<file path="src/rtl/ssd_pkg.sv">
// ssd_pkg: shared constants, types and the digit formatting helper for the
// BCD display-word encoder.
//   BIN_W / NDIG / CODE_W : binary input width, digit count, display code width
//   BLANK_CODE / DASH_CODE: special display codes understood by the scanner
//   state_t               : encoder FSM states
//   ssd_word_t            : packed {d3,d2,d1,d0} display word
package ssd_pkg;

  localparam int BIN_W  = 14;
  localparam int NDIG   = 4;
  localparam int CODE_W = 5;
  localparam int WORD_W = NDIG * CODE_W;
  localparam int BCD_W  = 4 * NDIG;

  localparam logic [CODE_W-1:0] BLANK_CODE = 5'd16;
  localparam logic [CODE_W-1:0] DASH_CODE  = 5'd17;
  localparam logic [BIN_W-1:0]  MAX_VAL    = 14'd9999;

  typedef enum logic [1:0] {
    IDLE   = 2'd0,
    SHIFT  = 2'd1,
    FORMAT = 2'd2
  } state_t;

  typedef logic [WORD_W-1:0] ssd_word_t;

  localparam ssd_word_t ALL_BLANK = {NDIG{BLANK_CODE}};
  localparam ssd_word_t ALL_DASH  = {NDIG{DASH_CODE}};

  // Turns the BCD accumulator into display codes. With blank_lz set, zero
  // digits are blanked from the most significant end until the first
  // nonzero digit; the units digit always shows so that 0 reads as "0".
  function automatic ssd_word_t format_word(input logic [BCD_W-1:0] bcd,
                                            input logic             blank_lz);
    ssd_word_t w;
    logic      lead;
    w    = '0;
    lead = blank_lz;
    for (int i = NDIG - 1; i >= 0; i--) begin
      if (lead && (i != 0) && (bcd[4*i +: 4] == 4'd0)) begin
        w[CODE_W*i +: CODE_W] = BLANK_CODE;
      end else begin
        w[CODE_W*i +: CODE_W] = {{(CODE_W-4){1'b0}}, bcd[4*i +: 4]};
        lead                  = 1'b0;
      end
    end
    return w;
  endfunction

endpackage

</file>
<file path="src/rtl/ssd_bcd_add3.sv">
// ssd_bcd_add3: one double-dabble correction cell. A nibble of 5 or more is
// bumped by 3 so that the following left shift carries into the next digit.
//   d : BCD nibble before correction
//   q : corrected nibble
module ssd_bcd_add3 (
  input  logic [3:0] d,
  output logic [3:0] q
);

  assign q = (d >= 4'd5) ? (d + 4'd3) : d;

endmodule

</file>
<file path="src/rtl/ssd_bcd_encoder.sv">
// ssd_bcd_encoder: converts a 14-bit binary value (0..9999) into the packed
// 20-bit display word {d3,d2,d1,d0} for the seven-segment scanner, using
// shift-add-3 one bit per clock. Values above 9999 display four dashes.
//
// Ports:
//   clk      : system clock, posedge
//   rst      : synchronous active-high reset
//   start    : conversion request, only looked at while idle
//   bin_in   : binary value, captured on the edge that accepts start
//   busy     : high from the accepting edge through the FORMAT edge
//   done     : one-cycle pulse when a new ssd_word first appears
//   ssd_word : registered display word, only changes at FORMAT or reset
//
// Build option: define SSD_LEADING_ZERO_BLANK_EN to blank leading zero digits.
//
// Handshake: start is accepted on a rising edge only while the FSM is idle;
// that edge raises busy. Exactly 15 edges later ssd_word updates, done pulses
// for one cycle and busy falls. start while busy is dropped, never queued, so
// a held start re-arms on the edge after done (16-clock period).
module ssd_bcd_encoder
  import ssd_pkg::*;
(
  input  logic              clk,
  input  logic              rst,
  input  logic              start,
  input  logic [BIN_W-1:0]  bin_in,
  output logic              busy,
  output logic              done,
  output logic [WORD_W-1:0] ssd_word
);

`ifdef SSD_LEADING_ZERO_BLANK_EN
  localparam logic BLANK_LZ = 1'b1;
`else
  localparam logic BLANK_LZ = 1'b0;
`endif

  // Counter value of the final shift step (one step per input bit).
  localparam logic [3:0] LAST_CNT = 4'(BIN_W - 1);

  // Current FSM state; kept as a named signal so checkers can bind to it.
  state_t           state;
  logic [BIN_W-1:0] bin_q;
  logic [BCD_W-1:0] bcd_q;
  logic [BCD_W-1:0] bcd_adj;
  logic [3:0]       cnt;
  logic             ovf;

  for (genvar g = 0; g < NDIG; g++) begin : g_add3
    ssd_bcd_add3 u_add3 (
      .d (bcd_q[4*g +: 4]),
      .q (bcd_adj[4*g +: 4])
    );
  end

  always_ff @(posedge clk) begin
    if (rst) begin
      state    <= IDLE;
      busy     <= 1'b0;
      done     <= 1'b0;
      ssd_word <= ALL_BLANK;
      bin_q    <= '0;
      bcd_q    <= '0;
      cnt      <= '0;
      ovf      <= 1'b0;
    end else begin
      done <= 1'b0;
      case (state)
        IDLE: begin
          if (start) begin
            bin_q <= bin_in;
            bcd_q <= '0;
            cnt   <= '0;
            ovf   <= (bin_in > MAX_VAL);
            busy  <= 1'b1;
            state <= SHIFT;
          end
        end
        SHIFT: begin
          // Correct every digit first, then move the next binary bit in.
          {bcd_q, bin_q} <= {bcd_adj, bin_q} << 1;
          cnt            <= cnt + 4'd1;
          if (cnt == LAST_CNT) begin
            state <= FORMAT;
          end
        end
        FORMAT: begin
          ssd_word <= ovf ? ALL_DASH : format_word(bcd_q, BLANK_LZ);
          done     <= 1'b1;
          busy     <= 1'b0;
          state    <= IDLE;
        end
        default: begin
          state <= IDLE;
          busy  <= 1'b0;
        end
      endcase
    end
  end

endmodule

</file>
<file path="config.mk">
export PLATFORM = sky130hd
export DESIGN_NAME = ssd_bcd_encoder
export DESIGN_NICKNAME = d
export VERILOG_FILES = /design/src/rtl/ssd_pkg.sv /design/src/rtl/ssd_bcd_add3.sv /design/src/rtl/ssd_bcd_encoder.sv
export SDC_FILE = /design/constraint.sdc
export NUM_CORES = 1
export LEC_CHECK = 0
export ABC_AREA = 1
export CAP_MARGIN = 5
export CORE_MARGIN = 2
export CORE_UTILIZATION = 50
export CTS_CLUSTER_SIZE = 25
export DETAILED_ROUTE_END_ITERATION = 16
export GPL_TIMING_DRIVEN = 0
export PLACE_DENSITY = 0.75
export SLEW_MARGIN = 30
export SYNTH_ARGS = -nofsm -noshare
export SYNTH_HDL_FRONTEND = slang
export SYNTH_SLANG_ARGS = --single-unit
</file>
<file path="constraint.sdc">
create_clock -name clk -period 3.8 [get_ports clk]
set_clock_uncertainty 0.15 [all_clocks]
set_input_delay 0.38 -clock clk [delete_from_list [all_inputs] [get_ports clk]]
set_output_delay 0.38 -clock clk [all_outputs]
set_load 0.1 [all_outputs]
</file>
After elaboration in Yosys (flattened, before gate mapping)
Index checks and enable logic that the tools add are counted.
{"block": "classes", "add_sub_neg": 5, "multipliers": 0, "div": 0, "magnitude_cmp": 5, "eq_ne": 5, "shift": 0, "muxes": 24, "bitwise_logic": 1, "reduce_logical": 10}
{"op": "16-bit case mux with 2 select lines", "n": 1}
{"op": "14-bit case mux with 2 select lines", "n": 1}
{"op": "20-bit 2-to-1 mux", "n": 1}
{"op": "4-bit by 3-bit greater-or-equal comparator with 1-bit output, second input constant", "n": 4}
{"op": "16-bit 2-to-1 mux", "n": 1}
{"op": "4-bit 2-to-1 mux", "n": 4}
{"op": "14-bit > comparator, second input constant", "n": 1}
{"op": "14-bit 2-to-1 mux", "n": 1}
{"op": "4-bit by 2-bit adder with 4-bit output, second input constant", "n": 3}
{"op": "5-bit 2-to-1 mux", "n": 2}
{"op": "4-bit logical NOT", "n": 2}
{"op": "4-bit case mux with 2 select lines", "n": 1}
{"op": "2-bit AND reduction", "n": 4}
{"op": "1-bit 2-to-1 mux", "n": 7}
{"op": "4-bit by 1-bit adder with 4-bit output, second input constant", "n": 1}
{"op": "4-bit equality test, second input constant", "n": 1}
{"op": "2-bit 2-to-1 mux", "n": 2}
{"op": "2-bit != test, second input constant", "n": 2}
{"op": "2-bit case mux with 2 select lines", "n": 1}
{"op": "3-bit by 2-bit adder with 3-bit output, second input constant", "n": 1}
{"op": "3-bit 2-to-1 mux", "n": 1}
{"op": "2-bit by 1-bit equality test with 1-bit output, second input constant", "n": 1}
{"op": "2-bit equality test, second input constant", "n": 1}
{"op": "1-bit logical AND", "n": 2}
{"op": "other kinds (4)", "n": 4}
{"block": "totals", "regBits": 59, "latchBits": 0, "ram_bits": 0, "rom_bits": 0, "inputBits": 17, "out_inout_bits": 22, "wordCells": 58, "n_memories": 0}

Logic depth before layout (Yosys ltp)
{"block": "logic_depth", "ltp_word": 10, "depth_mapped": 9}

Cells and area by module
From an unflattened synthesis, not the netlist that was laid out.
{"block": "unflattened", "cells_unflattened": 379, "hier_area_um2": 2813.9}
{"mod": "ssd_bcd_encoder", "n_inst": 1, "cells_per_inst": 287, "area_per_inst_um2": 2273.4, "seq_area_each_um2": 1121.1}
{"mod": "ssd_bcd_add3", "n_inst": 4, "cells_per_inst": 23, "area_per_inst_um2": 135.1, "seq_area_each_um2": 0.0}

Worst setup path before layout
Ideal clock, no wire load.
{"block": "synth_path", "kind": "register to output", "start": "register ssd_word[14]", "end": "output port ssd_word[14]", "t_arrival_ps": 1409, "required_time_ps": 3270, "setup_slack_ps": 1861, "stages_incl_launch_ff": 2, "cell_sequence": "dfxtp_1 -> buf_4"}
{"item": "start, declared", "line_no": "ssd_bcd_encoder.sv:29", "rtl": "output logic [WORD_W-1:0] ssd_word"}
{"item": "start signal, assigned", "line_no": "ssd_bcd_encoder.sv:88", "rtl": "ssd_word <= ovf ? ALL_DASH : format_word(bcd_q, BLANK_LZ);"}
No word-level cell between the ends.

==> flow_metrics.env <==
export IMPL_insertedDiodeCount=0
export IMPL_fillers=491
export IMPL_syn_num_nets=376
export IMPL_worst_r2r_startpoint="bcd_q[8]$_SDFFE_PP0P_"
export IMPL_dr_first_iter_drc_count=174
export IMPL_grt_total_usage_pct=22.33
export IMPL_synth_top_cell_area_share_pct=42.57
export IMPL_critPathSlowestCell="clkdlybuf4s50_1"
export IMPL_final_common_cell="nand2_1"
export IMPL_synth_top_area_cell="dfxtp_1"
export IMPL_routed_wl_um=6173
export IMPL_dpl_hpwl_um=4459
export IMPL_finalHoldViolCount=0
export IMPL_grt_pass1_wl_um=10720
export IMPL_slew_limit_headroom_pct=34.22
export IMPL_netlist_area_mm2=0.002634
export IMPL_synth_avg_cell_area_um2=7.547
export IMPL_die_area_mm2=0.005864
export IMPL_drt_vias_per_instance=5.291
export IMPL_postCtsSetupRepairBufs=0
export IMPL_start_util_pct=51.57
export IMPL_cp_max_fo=5
export IMPL_numCtsBuffers=5
export IMPL_synth_seq_cells=56
export IMPL_grt_ovfl_total=0
export IMPL_drive_gt1_share_pct=8.122
export IMPL_dieWidth_um=76.58
export IMPL_worstSetupPathType="reg2out"
export IMPL_cts_max_path_buffers=2
export IMPL_synthCells=349
export IMPL_ant_nets=0
export IMPL_clk_latency_ns=0.32
export IMPL_min_to="bin_q[11]$_SDFFE_PP0P_"
export IMPL_worst_hold_path_type="in2reg"
export IMPL_status="completed"
export IMPL_r2r_end="bcd_q[12]$_SDFFE_PP0P_"
export IMPL_syn_to_final_growth_pct=22.00
export IMPL_first_global_vias=2353
export IMPL_critical_path_max_stage_delay_ns=1.12
export IMPL_rsz0062_at_grt="false"
export IMPL_worstHoldStart="rst"
export IMPL_power_leakage_uw=0.001320
export IMPL_gp_congestion=0.8101
export IMPL_dr_pass1_iters=4
export IMPL_rows=26
export IMPL_dpl_worst_slack_ns=1.658
export IMPL_io_buffers=37
export IMPL_antenna_found_initial=0
export IMPL_synth_cell_types=25
export IMPL_core_region_area_mm2=0.005107
export IMPL_multi_input_area_mm2=0.001270
export IMPL_cp_cell_sequence="buf_4 > clkdlybuf4s50_1"
export IMPL_cp_arrival_ns=1.95
export IMPL_cp_start_kind="register"
export IMPL_maxCapViolCount=0
export IMPL_setup_ws_ns=1.317
export IMPL_cts_hold_buf=0
export IMPL_cts_root_buf="clkbuf_8"
export IMPL_die_h_um=76.58
export IMPL_end_kind="primary output"
export IMPL_reg2reg_depth=9
export IMPL_io_pins=39
export IMPL_required_ns=3.27
export IMPL_crit_buf_inv=2
export IMPL_clock_fmax_mhz=402.8
export IMPL_crit_family="buffers and inverters"
export IMPL_clock_sinks=56
export IMPL_grt_max_degree=18
export IMPL_setup_tns_ns=0
export IMPL_regToRegSetupSlack_ns=2.22
export IMPL_htree_levels=2
export IMPL_p_per_area_mw_per_mm2=358.1
export IMPL_cts_resized=0
export IMPL_yosys_warnings=0
export IMPL_register_area_mm2=0.001121
export IMPL_drc=0
export IMPL_avgRoutedWirePerCell_um=13.30
export IMPL_vias=2455
export IMPL_min_period_over_period_pct=65.33
export IMPL_cts_tree="built"
export IMPL_slew_viol_final=0
export IMPL_nets=420
export IMPL_clk_pin_slew_ns=0.11
export IMPL_yosys_top_cells_area="dfxtp_1 43%, nand2_1 13%, nand3_1 9.9%"
export IMPL_tightest_slew_ns=0.9837
export IMPL_peakVddDrop_mv=0.2223
export IMPL_critPathLaunch="ssd_word[14]$_SDFFE_PP1P_"
export IMPL_final_cell_mix="89 x nand2_1, 56 x dfxtp_1, 52 x nand3_1, 37 x clkdlybuf4s50_1, 29 x inv_1"
export IMPL_seq_area_frac_synth_pct=42.57
export IMPL_setup_viol=0
export IMPL_period_minus_slack_ns=2.483
export IMPL_hold_depth=2
## state kept, by name (all words and copies together), names as in the netlist
| signal | flops |
|---|---|
| done | 1 |
| ssd_word | 17 |
| ovf | 1 |
| state | 2 |
| bin_q | 14 |
| busy | 1 |
| cnt | 4 |
| bcd_q | 16 |
## worst max-delay path by stage
stage	end	slack [ns]	depth (start not counted)
final	ssd_word[19]	1.32	2
after floorplan	ssd_word[14]	1.86	1
after detailed placement	ssd_word[19]	1.66	2
after global routing	ssd_word[19]	1.26	2
after global placement	ssd_word[19]	1.67	2
after CTS	ssd_word[19]	1.31	2
## worst register-to-register path: cells and delay by family, from the launching register on
kind | cells | cell delay, ns
and+or+nand+nor | 6 | 0.56
DFF | 1 | 0.42
adders and majority gates | 1 | 0.22
buffers and inverters | 2 | 0.18
## layer usage
metal | vias to the layer above | GRT usage [%] | part of all wire (%) | routed length, um
met4 | 0 | 6.182 | 0.71 | 44
met3 | 6 | 3.555 | 6.9 | 424
li1 | 1244 | - | - | -
met2 | 84 | 39.73 | 48 | 2944
met5 | - | 0 | 0 | 0
met1 | 1121 | 27.93 | 45 | 2759
## cell type report
| cell class | instances | share of cell area (%) |
|---|---|---|
| clock buffer | 6 | 2.570 |
| sequential | 56 | 34.89 |
| clock inverter | 2 | 1.207 |
| tap | 70 | 2.726 |
| timing repair buffer | 37 | 11.53 |
| buffer | 16 | 3.544 |
| inverter | 33 | 4.011 |
| multi-input combinational | 244 | 39.53 |
## cell families (layout without fill, tap and decap cells)
| logic type | count (synthesis) | count (layout) | synth area share [%] |
|---|---|---|---|
| compound gates | 53 | 53 | 12.11 |
| simple gates | 180 | 180 | 31.02 |
| flops | 56 | 56 | 42.57 |
| buf+inv | 49 | 94 | 9.216 |
| fa+ha+maj | 10 | 10 | 4.751 |
| xor+xnor | 1 | 1 | 0.3326 |
## power breakdown
group | switching [uW] | total, uW | leakage [uW] | internal, uW
Combinational | 79.5 | 126 | 0.000804 | 46.5
Sequential | 11.8 | 614 | 0.000454 | 603
Clock | 194 | 410 | 0.0000614 | 216
Total | 286 | 1150 | 0.00132 | 865
## synthesized netlist by cell type, drive strengths merged
cell    instances
a21oi          20
a22oi           3
a31oi           3
buf            13
clkbuf          3
clkinv          1
dfxtp          56
ha             10
inv            32
nand2          93
nand3          52
nand4           8
nor2           27
o211ai          7
o21ai          10
o31ai          10
xor2            1
## per-stage QoR
step                      cells  power [uW]  hold slack [ns]  cell area, um2  utilization, %
after floorplan             349       707.1           0.2787            2634               -
after global placement      456       752.3           0.2913            3092           60.53
after detailed placement    456       753.4           0.2932            3092           60.53
after CTS                   464        1155           0.2697            3213           62.91
after global routing        464        1195           0.2889            3213           62.91
final                       464        1151           0.2644            3213           62.91
Power figures use the tool's default switching activity.
